`config.mk`:
```
export PLATFORM = sky130hd
export DESIGN_NAME = dyser_cfg_loader
export DESIGN_NICKNAME = d
export VERILOG_FILES = /design/src/rtl/dyser_cfg_loader.sv
export SDC_FILE = /design/constraint.sdc
export NUM_CORES = 1
export LEC_CHECK = 0
export BUFFER_PORTS_ARGS = -buffer_cell sky130_fd_sc_hd__buf_2
export CELL_PAD_IN_SITES_DETAIL_PLACEMENT = 0
export CELL_PAD_IN_SITES_GLOBAL_PLACEMENT = 1
export CORE_ASPECT_RATIO = 1.75
export CORE_MARGIN = 2
export CORE_UTILIZATION = 49
export DETAILED_ROUTE_END_ITERATION = 7
export PLACE_DENSITY_LB_ADDON = 0.1
export SETUP_SLACK_MARGIN = 0.15
export SLEW_MARGIN = 20
export SYNTH_ARGS = -nofsm -noshare
export SYNTH_HDL_FRONTEND = slang
export SYNTH_SLANG_ARGS = --single-unit
export TNS_END_PERCENT = 10
```
`constraint.sdc`:
```
create_clock -name clk -period 3.13 [get_ports clk]
set_input_delay 0.1565 -clock clk [delete_from_list [all_inputs] [get_ports clk]]
set_output_delay 0.1565 -clock clk [all_outputs]
set_load 0.01 [all_outputs]
```
`src/rtl/dyser_cfg_loader.sv`:
```
// dyser_cfg_loader
//   Configuration sequencer for the DySER fabric. It holds NUM_SLOTS complete
//   configuration images in local registers. On a request it waits for the
//   fabric to drain and then streams the selected image into the fabric, one
//   word per cycle. When the requested image is already resident, the reload
//   is skipped.
//
// Ports
//   clk, rst            clock (rising edge), asynchronous active-high reset
//   wr_en/wr_slot/      write one word into the image store
//   wr_addr/wr_data
//   wr_err              one-cycle pulse when a write is rejected
//   cfg_req/cfg_slot    load request and slot, sampled only while idle
//   fabric_idle         fabric has no in-flight data
//   cfg_busy            loader active; the core must keep send/recv quiet
//   cfg_done            one-cycle pulse when the requested image is resident
//   config_bits/        word stream to the fabric
//   config_en
//   loaded_valid/       resident image descriptor
//   loaded_slot
module dyser_cfg_loader #(
  parameter int CFG_WIDTH = 21,
  parameter int CFG_WORDS = 17,
  parameter int NUM_SLOTS = 2,
  parameter int SLOT_W    = 1,
  parameter int ADDR_W    = 5
) (
  input  logic                 clk,
  input  logic                 rst,
  input  logic                 wr_en,
  input  logic [SLOT_W-1:0]    wr_slot,
  input  logic [ADDR_W-1:0]    wr_addr,
  input  logic [CFG_WIDTH-1:0] wr_data,
  output logic                 wr_err,
  input  logic                 cfg_req,
  input  logic [SLOT_W-1:0]    cfg_slot,
  input  logic                 fabric_idle,
  output logic                 cfg_busy,
  output logic                 cfg_done,
  output logic [CFG_WIDTH-1:0] config_bits,
  output logic                 config_en,
  output logic                 loaded_valid,
  output logic [SLOT_W-1:0]    loaded_slot
);

  typedef enum logic [1:0] {IDLE, DRAIN, LOAD, DONE} state_t;

  localparam logic [ADDR_W:0] WORDS_C = (ADDR_W+1)'(CFG_WORDS);
  localparam logic [SLOT_W:0] SLOTS_C = (SLOT_W+1)'(NUM_SLOTS);

  state_t                 state;
  state_t                 state_nxt;
  logic [SLOT_W-1:0]      act_slot;
  // One bit wider than a word address so it can count past the last word.
  logic [ADDR_W:0]        idx;
  logic [CFG_WIDTH-1:0]   store [NUM_SLOTS][CFG_WORDS];

  logic wr_ok;
  logic wr_accept;
  logic wr_reject;
  logic wr_hits_loaded;
  logic req_hit;
  logic last_issued;
  logic issue;

  // The active slot is locked against writes from the request edge until the
  // loader returns to IDLE, so the streamed image is always self-consistent.
  assign wr_ok = ({1'b0, wr_addr} < WORDS_C) &&
                 ({1'b0, wr_slot} < SLOTS_C) &&
                 !((state != IDLE) && (wr_slot == act_slot));
  assign wr_accept      = wr_en && wr_ok;
  assign wr_reject      = wr_en && !wr_ok;
  assign wr_hits_loaded = wr_accept && loaded_valid && (wr_slot == loaded_slot);

  // A same-cycle write to the resident slot wins over the request, so it is a miss.
  assign req_hit     = loaded_valid && (cfg_slot == loaded_slot) && !wr_hits_loaded;
  assign last_issued = (idx == WORDS_C);

  always_ff @(posedge clk or posedge rst) begin
    if (rst) state <= IDLE;
    else     state <= state_nxt;
  end

  always_comb begin
    state_nxt = state;
    issue     = 1'b0;
    case (state)
      IDLE:  if (cfg_req) state_nxt = req_hit ? DONE : DRAIN;
      DRAIN: begin
        // Word 0 is registered on the same edge that enters LOAD.
        if (fabric_idle) begin
          state_nxt = LOAD;
          issue     = 1'b1;
        end
      end
      LOAD: begin
        if (last_issued) state_nxt = DONE;
        else             issue     = 1'b1;
      end
      DONE:    state_nxt = IDLE;
      default: state_nxt = IDLE;
    endcase
  end

  // Image store: data only, deliberately kept across reset.
  always_ff @(posedge clk) begin
    if (wr_accept) store[wr_slot][wr_addr] <= wr_data;
  end

  // Registered outputs and sequencing control.
  always_ff @(posedge clk or posedge rst) begin
    if (rst) begin
      wr_err       <= 1'b0;
      cfg_busy     <= 1'b0;
      cfg_done     <= 1'b0;
      config_en    <= 1'b0;
      config_bits  <= '0;
      loaded_valid <= 1'b0;
      loaded_slot  <= '0;
      act_slot     <= '0;
      idx          <= '0;
    end else begin
      wr_err    <= wr_reject;
      config_en <= issue;
      cfg_busy  <= (state_nxt != IDLE);
      cfg_done  <= (state_nxt == DONE);

      if (issue) begin
        config_bits <= store[act_slot][idx[ADDR_W-1:0]];
        idx         <= idx + (ADDR_W+1)'(1);
      end

      if (wr_hits_loaded) loaded_valid <= 1'b0;

      if (state == IDLE && cfg_req) begin
        act_slot <= cfg_slot;
        if (!req_hit) begin
          loaded_valid <= 1'b0;
          idx          <= '0;
        end
      end

      if (state == LOAD && last_issued) begin
        loaded_valid <= 1'b1;
        loaded_slot  <= act_slot;
      end
    end
  end

endmodule

```
==> impl_metrics.ini, run 1 <==
[logic_synthesis]
synthFlopType = edfxtp_1
synth_warnings = 0
synth_seq_cells = 750
synth_edf_count = 714
yosysTopAreaCellShare_pct = 73.74
syn_area_um2 = 29080
synth_top_area_cell = edfxtp_1
yosysUniqueCellTypes = 49
synth.area.top_cells = edfxtp_1 (74%), mux2i_1 (7.0%), mux4_2 (6.0%), dfrtp_1 (3.1%), a22oi_1 (1.6%)
synthCells = 1505
yosysSeqAreaShare_pct = 76.84
synth.avg_cell_area_um2 = 19.32
syn_nets = 1544
ys_async_sr_fraction_pct = 4.800

[pwr]
p_sw_share_pct = 29.18
pwr-share-clk_pct = 30.9
leakage_nw = 11.31
ir_drop_mv = 0.4779
p_comb_share_pct = 26.1
intPower_mw = 18.99
p_per_area_nw_per_um2 = 804.2
netSwitchingPower_mw = 7.825
seq_power_share_pct = 43.0

[global_route]
grt_pass1_wl_um = 110200
grt_max_degree = 49
grt_remaining_overflow = 0
grt_pass1_vias = 15460
grt.total_usage_pct = 25.64
grt_antenna_before_repair = 1

[clock_network]
htreeDepth = 3
clock-sinks = 750
cts_tree = done
ctsLongestPathBuffers = 3
clk_pin_slew_ns = 0.07
insertion_delay_ns = 0.62
root_buffer = clkbuf_16
numCtsBuffers = 68

[timing]
finalSetupViolations = 0
final-max-slew-violation-count = 0
finalHoldViolCount = 0
rsz0062_at_grt = yes
finalWorstSetupSlack_ns = 0.2354
max_freq_mhz = 345.5
final.setup.tns_ns = 0
finClkSkew_ns = 0.02514
worst_pin_slew_ns = 0.9354
timing.final.crit_share_pct = 92.48
fin_crit_ns = 2.895
relSlewSlack_pct = 37.64

[floorplanning]
die-area_um2 = 61380
die_h_um = 326.3
row_count = 118
initial_utilization_pct = 49.36
io_pins = 60
die_w_um = 188.1
design.core.area_um2 = 58910

[place]
port-buffer-count = 59
placed_cells = 2379
place_congestion = 0.8599
hpwl_um = 50680
dp_slack_ns = 0.2309

[final_layout]
finalNetCount = 1711
multi_input_area_um2 = 6356
seq_area_um2 = 22350
final_layout_size_suffix_gt1_share_pct = 24.42
final_cells = 2505
area_growth_pct = 14.70
final_core_util_pct = 56.61
fill_cells = 4422

[run_status]
outcome = completed

[drt]
ant_nets = 0
first_iter_violations = 1269
first_pass_iters = 5
via_per_inst = 5.955
totalWireLength_um = 77110
drc = 0
wl_per_cell_um = 30.78
vias = 14920

[critical_path]
critPathMaxStageDelay_ns = 0.66
worstPathCellList = buf_12 > buf_12 > mux2i_1 > a22oi_1 > and3_1 > a31oi_1 > buf_4 > nand3_1 > a221o_1
cp_max_fo = 19
cp_num_buf_inv = 3
critical_path_depth = 9
cp_common_cell = buf_12
worstSetupPathType = register to register
cp.required_ns = 3.61
reg2regPathDepth = 9
endpoint_kind = register
cp-start-kind = register
crit_arrival_ns = 3.37
slowest_stage = dfrtp_4
crit_family = compound AO/OA/AOI/OAI gates

[hold_path]
hold_depth = 4
hp-class = primary input to register

[flow_run]
drv_cap = 0
## logic make-up after synthesis
group / after synthesis / synth area share (%)
buffers and inverters: 96 / 1.704
muxes: 283 / 13.07
AOI/OAI and AO/OA: 197 / 5.237
xor gates and xnor gates: 8 / 0.2410
and+or+nand+nor: 165 / 2.651
DFF: 750 / 76.84
adders and majority gates: 6 / 0.2582
## final timing paths
check | start | endpoint | slack [ns]
worst min-delay path | cfg_req | loaded_valid | 0.05
worst min register to register | config_bits[14] | config_bits[14] | 0.51
max in group asynchronous | rst | act_slot | 2.16
min in group asynchronous | rst | config_bits[5] | 0.29
worst max register to register | act_slot | config_bits[7] | 0.24
worst max-delay path | act_slot | config_bits[7] | 0.24
## Yosys cell counts (3+ instances only)
library cell  number
edfxtp_1         714
buf_1              7
xnor2_1            6
buf_4             13
mux4_2            77
inv_1              9
a2111oi_2         13
buf_2             24
nand3_1           26
buf_6              7
mux2i_1          202
a22oi_1           61
or3_1              3
and3_1             8
a31oi_1           10
dfrtp_1           36
nand2_1           33
nor2b_1            4
nor2_1            53
nor3_1            21
a221o_1           21
o221ai_1          12
and2_1             4
o22ai_1           15
mux2_2             4
a21oi_1           41
clkbuf_1          35
ha_1               6
a22o_1            14
## routing by layer
metal	global-route usage (%)	vias to the layer above	share of wire, %
li1	-	6492	-
met1	28.65	7851	35
met2	47.69	436	55
met3	3.341	138	4.0
met4	12.87	0	5.3
met5	0	-	0
## registers in the layout, summed over array words and instances, names as in the netlist, 2 cells and up
signal,flops
store,714
state,2
idx,6
config_bits,21
## repair_timing
action	CTS	global route
hold endpoints to repair	34	0
endpoints found under the setup margin	0	2
setup buffers	0	0
gates resized for setup	0	1
hold buffers	3	0
## power by group through the flow
stage	Clock [mW]	Combinational [mW]	Sequential, mW
5_1_grt	8.81	7.39	11.5
4_1_cts	8.44	7.09	11.5
6_report	8.28	7.00	11.5
3_5_place_dp	0	7.08	11.8
2_1_floorplan	0	4.43	11.6
3_3_place_gp	0	7.03	11.8
## worst min-delay path: stages
cell,delay (ns)
buf_2,0.17
nand2_1,0.15
o211ai_1,0.10
nand2_1,0.07
## cells in the final DEF, fill, tap and decap left out, types with 3 or more instances in the layout
| cell type | count |
|---|---|
| nand3_1 | 26 |
| nor2_1 | 18 |
| edfxtp_1 | 714 |
| buf_2 | 59 |
| buf_4 | 106 |
| o221ai_1 | 12 |
| ha_1 | 6 |
| a2111oi_2 | 13 |
| o22ai_1 | 15 |
| dlygate4sd3_1 | 3 |
| nor3_1 | 21 |
| nor2b_2 | 3 |
| inv_1 | 8 |
| mux2i_1 | 202 |
| and2_1 | 4 |
| clkinv_2 | 11 |
| clkinv_1 | 13 |
| and3_1 | 8 |
| buf_12 | 16 |
| nor2_2 | 36 |
| mux2_2 | 4 |
| a21oi_1 | 41 |
| or3_1 | 3 |
| clkbuf_8 | 3 |
| clkbuf_16 | 70 |
| mux4_2 | 77 |
| inv_6 | 4 |
| dfrtp_1 | 34 |
| a22o_1 | 14 |
| bufinv_16 | 6 |
| nand2_1 | 33 |
| xnor2_1 | 6 |
| a31oi_1 | 10 |
| clkbuf_1 | 11 |
| a221o_1 | 21 |
| a22oi_1 | 60 |
## per-stage QoR
step | hold WS [ns] | total power, mW | area, um2
finish | 0.05397 | 26.82 | 33350
global route | 0.04829 | 27.75 | 33350
CTS | 0.007169 | 27.08 | 33340
detailed placement | 0.4117 | 18.84 | 31120
global placement | 0.4054 | 18.79 | 31120
floorplan | 0.2554 | 16.01 | 29080
## final cells by class
class                   instances  area share [%]
well taps                     780           2.926
flip-flops and latches        750           67.01
diodes                          1        0.007504
repair buffers                184           4.322
inverters                       9          0.1013
clock inverters                38           1.077
clock buffers                  84           5.500
multi-input cells             659           19.06
Note: power is estimated with default switching activity, not from simulation.
==> run 2, diff against run 1 <==
--- a/config.mk
+++ b/config.mk
@@ -5,12 +5,13 @@
 export SDC_FILE = /design/constraint.sdc
 export NUM_CORES = 1
 export LEC_CHECK = 0
+export ABC_AREA = 1
 export BUFFER_PORTS_ARGS = -buffer_cell sky130_fd_sc_hd__buf_2
 export CELL_PAD_IN_SITES_DETAIL_PLACEMENT = 0
 export CELL_PAD_IN_SITES_GLOBAL_PLACEMENT = 1
 export CORE_ASPECT_RATIO = 1.75
 export CORE_MARGIN = 2
-export CORE_UTILIZATION = 49
+export CORE_UTILIZATION = 46
 export DETAILED_ROUTE_END_ITERATION = 7
 export PLACE_DENSITY_LB_ADDON = 0.1
 export SETUP_SLACK_MARGIN = 0.15
==> run 2 against run 1 <==
Largest power group unchanged. Highest routed layer is now met5. Clock-buffer cell count grew 9. Largest cell class unchanged. Die area grew 13%. Sequential share of layout area fell by 3.8 points. Clock power grew 6.5%. Worst hold slack gained 0.022 ns. Register-to-register slack better by 0.38 ns. Flip-flop and latch count stayed put.
==> impl_metrics.ini, run 2 <==
[drt]
first_pass_iters = 8
vias = 20530
wl_per_cell_um = 23.80
first_iter_violations = 1516
totalWireLength_um = 89590
via_per_inst = 5.455
drc = 0
ant_nets = 0

[global_route]
use_met1_pct = 31.48
grt_pass1_wl_um = 131500
grt_max_degree = 159
grt_remaining_overflow = 0
grtUsageMet2_pct = 48.20
grtUsageMet3_pct = 3.400
grt_pass1_vias = 20080
grt_antenna_before_repair = 5
grt.total_usage_pct = 26.24
top_usage_layer = met2

[floorplanning]
die-area_um2 = 69450
row_count = 125
design.core.area_um2 = 66470
io_pins = 60
die_w_um = 200.1
die_h_um = 347.1
initial_utilization_pct = 46.56

[clock_network]
clock-sinks = 750
clk_pin_slew_ns = 0.07
hold_buffers = 6
numCtsBuffers = 71
cts_tree = done
cts_setup_buffers = 0
ctsLongestPathBuffers = 3
insertion_delay_ns = 0.63
htreeDepth = 3
cts_resized = 0
root_buffer = clkbuf_16

[logic_synthesis]
synthCells = 2751
synth.avg_cell_area_um2 = 11.25
yosysMostFrequentCell = edfxtp_1
yosysSeqAreaShare_pct = 72.19
synth_warnings = 0
yosysUniqueCellTypes = 32
synth_edf_count = 714
syn_nets = 2790
syn_area_um2 = 30950
synth_top_area_cell = edfxtp_1
synth_seq_cells = 750
ys_async_sr_fraction_pct = 4.800
synth.area.top_cells = edfxtp_1 (69%), nand2_1 (8.4%), nand3_1 (4.6%), nor2_1 (4.1%), dfrtp_1 (2.9%)
yosysTopAreaCellShare_pct = 69.28
synthFlopType = edfxtp_1
synth_common_cells = edfxtp_1 (714), nand2_1 (689), nor2_1 (334), nand3_1 (287), inv_1 (202)

[final_layout]
final_layout_size_suffix_gt1_share_pct = 10.58
area_growth_pct = 14.34
finalNetCount = 2860
fill_cells = 5745
top_register = store
final_cell_mix = edfxtp_1 (714), nand2_1 (689), nor2_1 (299)
largestRegisters = store (714), config_bits (21), idx (6)
largest_register_ffs = 714
final_cells = 3764
final_common_cell = edfxtp_1
multi_input_area_um2 = 7217
seq_area_um2 = 22350

[place]
placed_cells = 3631
place_congestion = 0.8104
hpwl_um = 51920
port-buffer-count = 59
dp_slack_ns = 0.6241

[pwr]
p_per_area_nw_per_um2 = 796.7
ir_drop_mv = 0.6755
leakage_nw = 13.29

[hold_path]
hp-class = primary input to register
hold_depth = 1

[timing]
finalWorstSetupSlack_ns = 0.6160
max_freq_mhz = 397.8
relSlewSlack_pct = 35.19
hold_slack_ns = 0.07641
rsz0062_at_grt = no
fin_crit_ns = 2.514
finalHoldViolCount = 0
finClkSkew_ns = 0.02443
timing.final.crit_share_pct = 80.32
finalSetupViolations = 0
final-max-slew-violation-count = 0
final.setup.tns_ns = 0
worst_pin_slew_ns = 0.9722

[flow_run]
drv_cap = 0

[critical_path]
worstSetupPathType = register to register
cp.required_ns = 3.41
crit_arrival_ns = 2.79
cp-start-kind = register
cp_max_fo = 14
reg2regPathDepth = 9
endpoint_kind = register

[run_status]
outcome = completed
## run 2: metal layers
metal	wire length (um)	part of all wire, %
met4	2544	2.8
met2	48790	54
met5	66	0.074
met1	34540	39
met3	3646	4.1
## run 2: power by group
part           total, mW  internal [mW]  switching, mW
combinational       7.92           2.21           5.71
sequential          11.5           11.2          0.232
clock               8.82           5.06           3.76
## run 2: metrics by stage
stage                     area (um2)  util [%]  power (mW)
after detailed placement       32960     49.59       19.65
final                          35390     53.24       28.19
after CTS                      35380     53.23       28.43
after floorplan                30950         -       16.68
after global routing           35380     53.23       29.57
after global placement         32930     49.55       19.58
## run 2: logic make-up after synthesis
logic type / Yosys count / synth area share, %
AO/OA/AOI/OAI: 299 / 5.114
XOR/XNOR: 7 / 0.1981
adder cells (fa/ha/maj): 6 / 0.2426
buffers and inverters: 362 / 4.795
flip-flops: 750 / 72.19
AND/OR/NAND/NOR: 1327 / 17.46
## run 2: final timing paths
kind                           startpoint             end  slack (ns)
hold reg to reg            config_bits[7]  config_bits[7]        0.55
min in group asynchronous             rst          idx[3]        0.23
max in group asynchronous             rst  config_bits[6]        2.21
hold / removal                wr_data[13]    store[0][13]        0.08
setup reg to reg                 state[1]   store[0][135]        0.62
setup / recovery                 state[1]   store[0][135]        0.62
## run 2: worst max-delay path, cell delays in order (launching register included)
cell     delay [ns]
dfrtp_1        0.38
inv_1          0.13
ha_1           0.29
nor3_2         0.12
nor3_2         0.22
inv_2          0.10
nor3_2         0.29
nand2_1        0.16
nor2_2         0.13
buf_4          0.33
## run 2: layout make-up
type                    count  area share [%]
flip-flops and latches    750           63.16
multi-input cells        1639           20.39
clock buffers              93           5.696
repair buffers            151           4.370
well taps                 889           3.143
inverters                 208           2.249
clock inverters            33          0.9794
diodes                      1        0.007072
==> run 3, diff against run 2 <==
--- a/config.mk
+++ b/config.mk
@@ -5,13 +5,13 @@
 export SDC_FILE = /design/constraint.sdc
 export NUM_CORES = 1
 export LEC_CHECK = 0
-export ABC_AREA = 1
+export ABC_AREA = 0
 export BUFFER_PORTS_ARGS = -buffer_cell sky130_fd_sc_hd__buf_2
 export CELL_PAD_IN_SITES_DETAIL_PLACEMENT = 0
 export CELL_PAD_IN_SITES_GLOBAL_PLACEMENT = 1
 export CORE_ASPECT_RATIO = 1.75
 export CORE_MARGIN = 2
-export CORE_UTILIZATION = 46
+export CORE_UTILIZATION = 55
 export DETAILED_ROUTE_END_ITERATION = 7
 export PLACE_DENSITY_LB_ADDON = 0.1
 export SETUP_SLACK_MARGIN = 0.15
==> constraint.sdc (replaced) <==
create_clock -name clk -period 2.39 [get_ports clk]
set_input_delay 0.1195 -clock clk [delete_from_list [all_inputs] [get_ports clk]]
set_output_delay 0.1195 -clock clk [all_outputs]
set_load 0.01 [all_outputs]
==> run 3 against run 2 <==
The run now ends with setup timing left. Setup slack worse by 0.78 ns. Power up 29%. Combinational power up 38%. First-iteration DRC count down 12%. Worst hold slack worse by 0.012 ns. Non-clock buffer count up 80. Via count down 26%. Highest routed layer is now met4. Register-to-register slack worse by 0.78 ns. Largest power group unchanged. Core utilization up 14 points. Clock power up 20%. Clock skew down 0.0036 ns.
==> impl_metrics.ini, run 3 (synthesized netlist as in run 1, its figures left out) <==
[pwr]
intPower_mw = 25.92
p_comb_share_pct = 29.9
p_sw_share_pct = 28.95
power.total_mw = 36.49
netSwitchingPower_mw = 10.57
p_per_area_nw_per_um2 = 1042
pwr-share-clk_pct = 29.0
ir_drop_mv = 0.7513
leakage_nw = 11.90
seq_power_share_pct = 41.1

[timing]
worst_pin_slew_ns = 0.8363
fin_crit_ns = 2.552
timing.final.crit_share_pct = 106.8
finalHoldViolCount = 0
final-max-slew-violation-count = 0
finClkSkew_ns = 0.02081
finalSetupViolations = 192
max_freq_mhz = 391.9
relSlewSlack_pct = 43.99
finalWorstSetupSlack_ns = -0.1616
rsz0062_at_grt = yes

[clock_network]
insertion_delay_ns = 0.60
ctsLongestPathBuffers = 3
htreeDepth = 3
cts_tree = done
numCtsBuffers = 67
root_buffer = clkbuf_16
clock-sinks = 750
clk_pin_slew_ns = 0.07

[final_layout]
final_cell_mix = edfxtp_1 (714), mux2i_1 (201), clkbuf_16 (79)
largest_register_ffs = 714
top_register = store
finalNetCount = 1757
finalInstanceArea_um2 = 35010
fill_cells = 3473
final_layout_size_suffix_gt1_share_pct = 27.74
final_common_cell = edfxtp_1
largestRegisters = store (714), config_bits (21), idx (6)
area_growth_pct = 20.41

[critical_path]
crit_arrival_ns = 2.86
worstReg2RegStart = act_slot
reg2regPathDepth = 12
worstSetupEndpoint = store[1][337]
r2r_end = store[1][337]
cp-start-kind = register
cp.required_ns = 2.70
endpoint_kind = register
cp_max_fo = 10
r2r_slack_ns = -0.16
worstSetupPathType = register to register
cp-startpoint = act_slot

[floorplanning]
initial_utilization_pct = 55.53
io_pins = 60
die_h_um = 308.2
die-area_um2 = 54790
row_count = 111
design.core.area_um2 = 52360
die_w_um = 177.8

[run_status]
violations = setup timing
outcome = finished with violations

[global_route]
grt_pass1_vias = 15370
grt_max_degree = 37
grt_remaining_overflow = 0
grt.total_usage_pct = 26.86
grt_pass1_wl_um = 102900
grt_antenna_before_repair = 0

[drt]
first_pass_iters = 7
drc = 0
wl_per_cell_um = 30.02
first_iter_violations = 1336
ant_nets = 0
vias = 15150
via_per_inst = 6.186
totalWireLength_um = 73530

[hold_path]
hp-class = primary input to register

[place]
hpwl_um = 43010
place_congestion = 0.8653
post_dp_cell_area_um2 = 31510
port-buffer-count = 59

[flow_run]
drv_cap = 0
## run 3: changes by cell type in the layout (fill, tap and decap cells not counted), sizes merged, moves of 15 or more
| cell | before | now |
|---|---|---|
| a21oi | 78 | 41 |
| a221o | 0 | 21 |
| a22oi | 0 | 61 |
| buf | 145 | 215 |
| inv | 208 | 9 |
| mux2i | 0 | 202 |
| mux4 | 0 | 77 |
| nand2 | 689 | 34 |
| nand3 | 287 | 26 |
| nor2 | 335 | 54 |
| o211ai | 30 | 1 |
| o21ai | 186 | 4 |
| o22ai | 0 | 15 |
## run 3: worst min path at each step
stage | start | endpoint | depth (start not counted)
6_report | fabric_idle | state[0] | 4
3_5_place_dp | rst | config_bits[8] | 3
4_1_cts | wr_addr[1] | wr_err | 4
3_3_place_gp | rst | config_bits[8] | 3
5_1_grt | fabric_idle | state[0] | 4
2_1_floorplan | wr_data[0] | store[0][0] | 0
## run 3: area by class of cell
cell class | instances | area (um2) | area share (%)
clock buffer | 87 | 1826 | 5.214
timing repair buffer | 231 | 2844 | 8.123
tap | 678 | 848.3 | 2.423
multi-input combinational | 659 | 6794 | 19.41
inverter | 9 | 33.78 | 0.09649
clock inverter | 34 | 314.1 | 0.8970
antenna | 1 | 2.502 | 0.007148
sequential | 750 | 22350 | 63.83
## run 3: power groups by stage
stage	logic, mW	clock network (mW)	registers, mW
2_1_floorplan	5.87	0	15.2
3_3_place_gp	9.42	0	15.3
3_5_place_dp	9.54	0	15.3
4_1_cts	10.5	10.8	15.0
5_1_grt	11.4	11.3	15.0
6_report	10.9	10.6	15.0
## run 3: timing repair
item                                   CTS  global route
cloned                                   9             9
hold buffers                             4             0
setup endpoints to repair              736           738
setup buffers                           14            10
gates resized for setup                 68            44
pin swaps                               36            26
endpoints found under the hold margin   43             0
## run 3: metrics by stage
step	hold WS [ns]	setup TNS (ns)	utilization (%)	worst slack, ns	instances
3_5_place_dp	0.3054	-56.72	60.18	-0.1761	2281
3_3_place_gp	0.2915	-43.52	60.18	-0.1517	2281
6_report	0.06425	-9.942	66.87	-0.1616	2449
2_1_floorplan	0.2184	-125.14	-	-0.2273	1505
4_1_cts	0.04928	-0.7897	65.77	-0.1211	2429
5_1_grt	0.07916	-31.81	66.86	-0.2071	2448
## run 3: metal layers
layer  vias up  wire (um)  track usage (%)
li1       6588          -                -
met1      7941      26840            31.37
met2       492      40140            49.12
met3       128       3127            3.094
met4         0       3424            12.35
met5         -          0                0
## run 3: worst max-delay path, cell delays in order, from the launching register on
cell and delay [ns]:
dfrtp_4 0.54, buf_4 0.16, buf_12 0.14, buf_12 0.14
xor2_4 0.18, o21ai_4 0.10, nor2_4 0.18, buf_8 0.16
nand2_8 0.10, nor2_4 0.16, buf_4 0.14, buf_12 0.10
buf_16 0.14
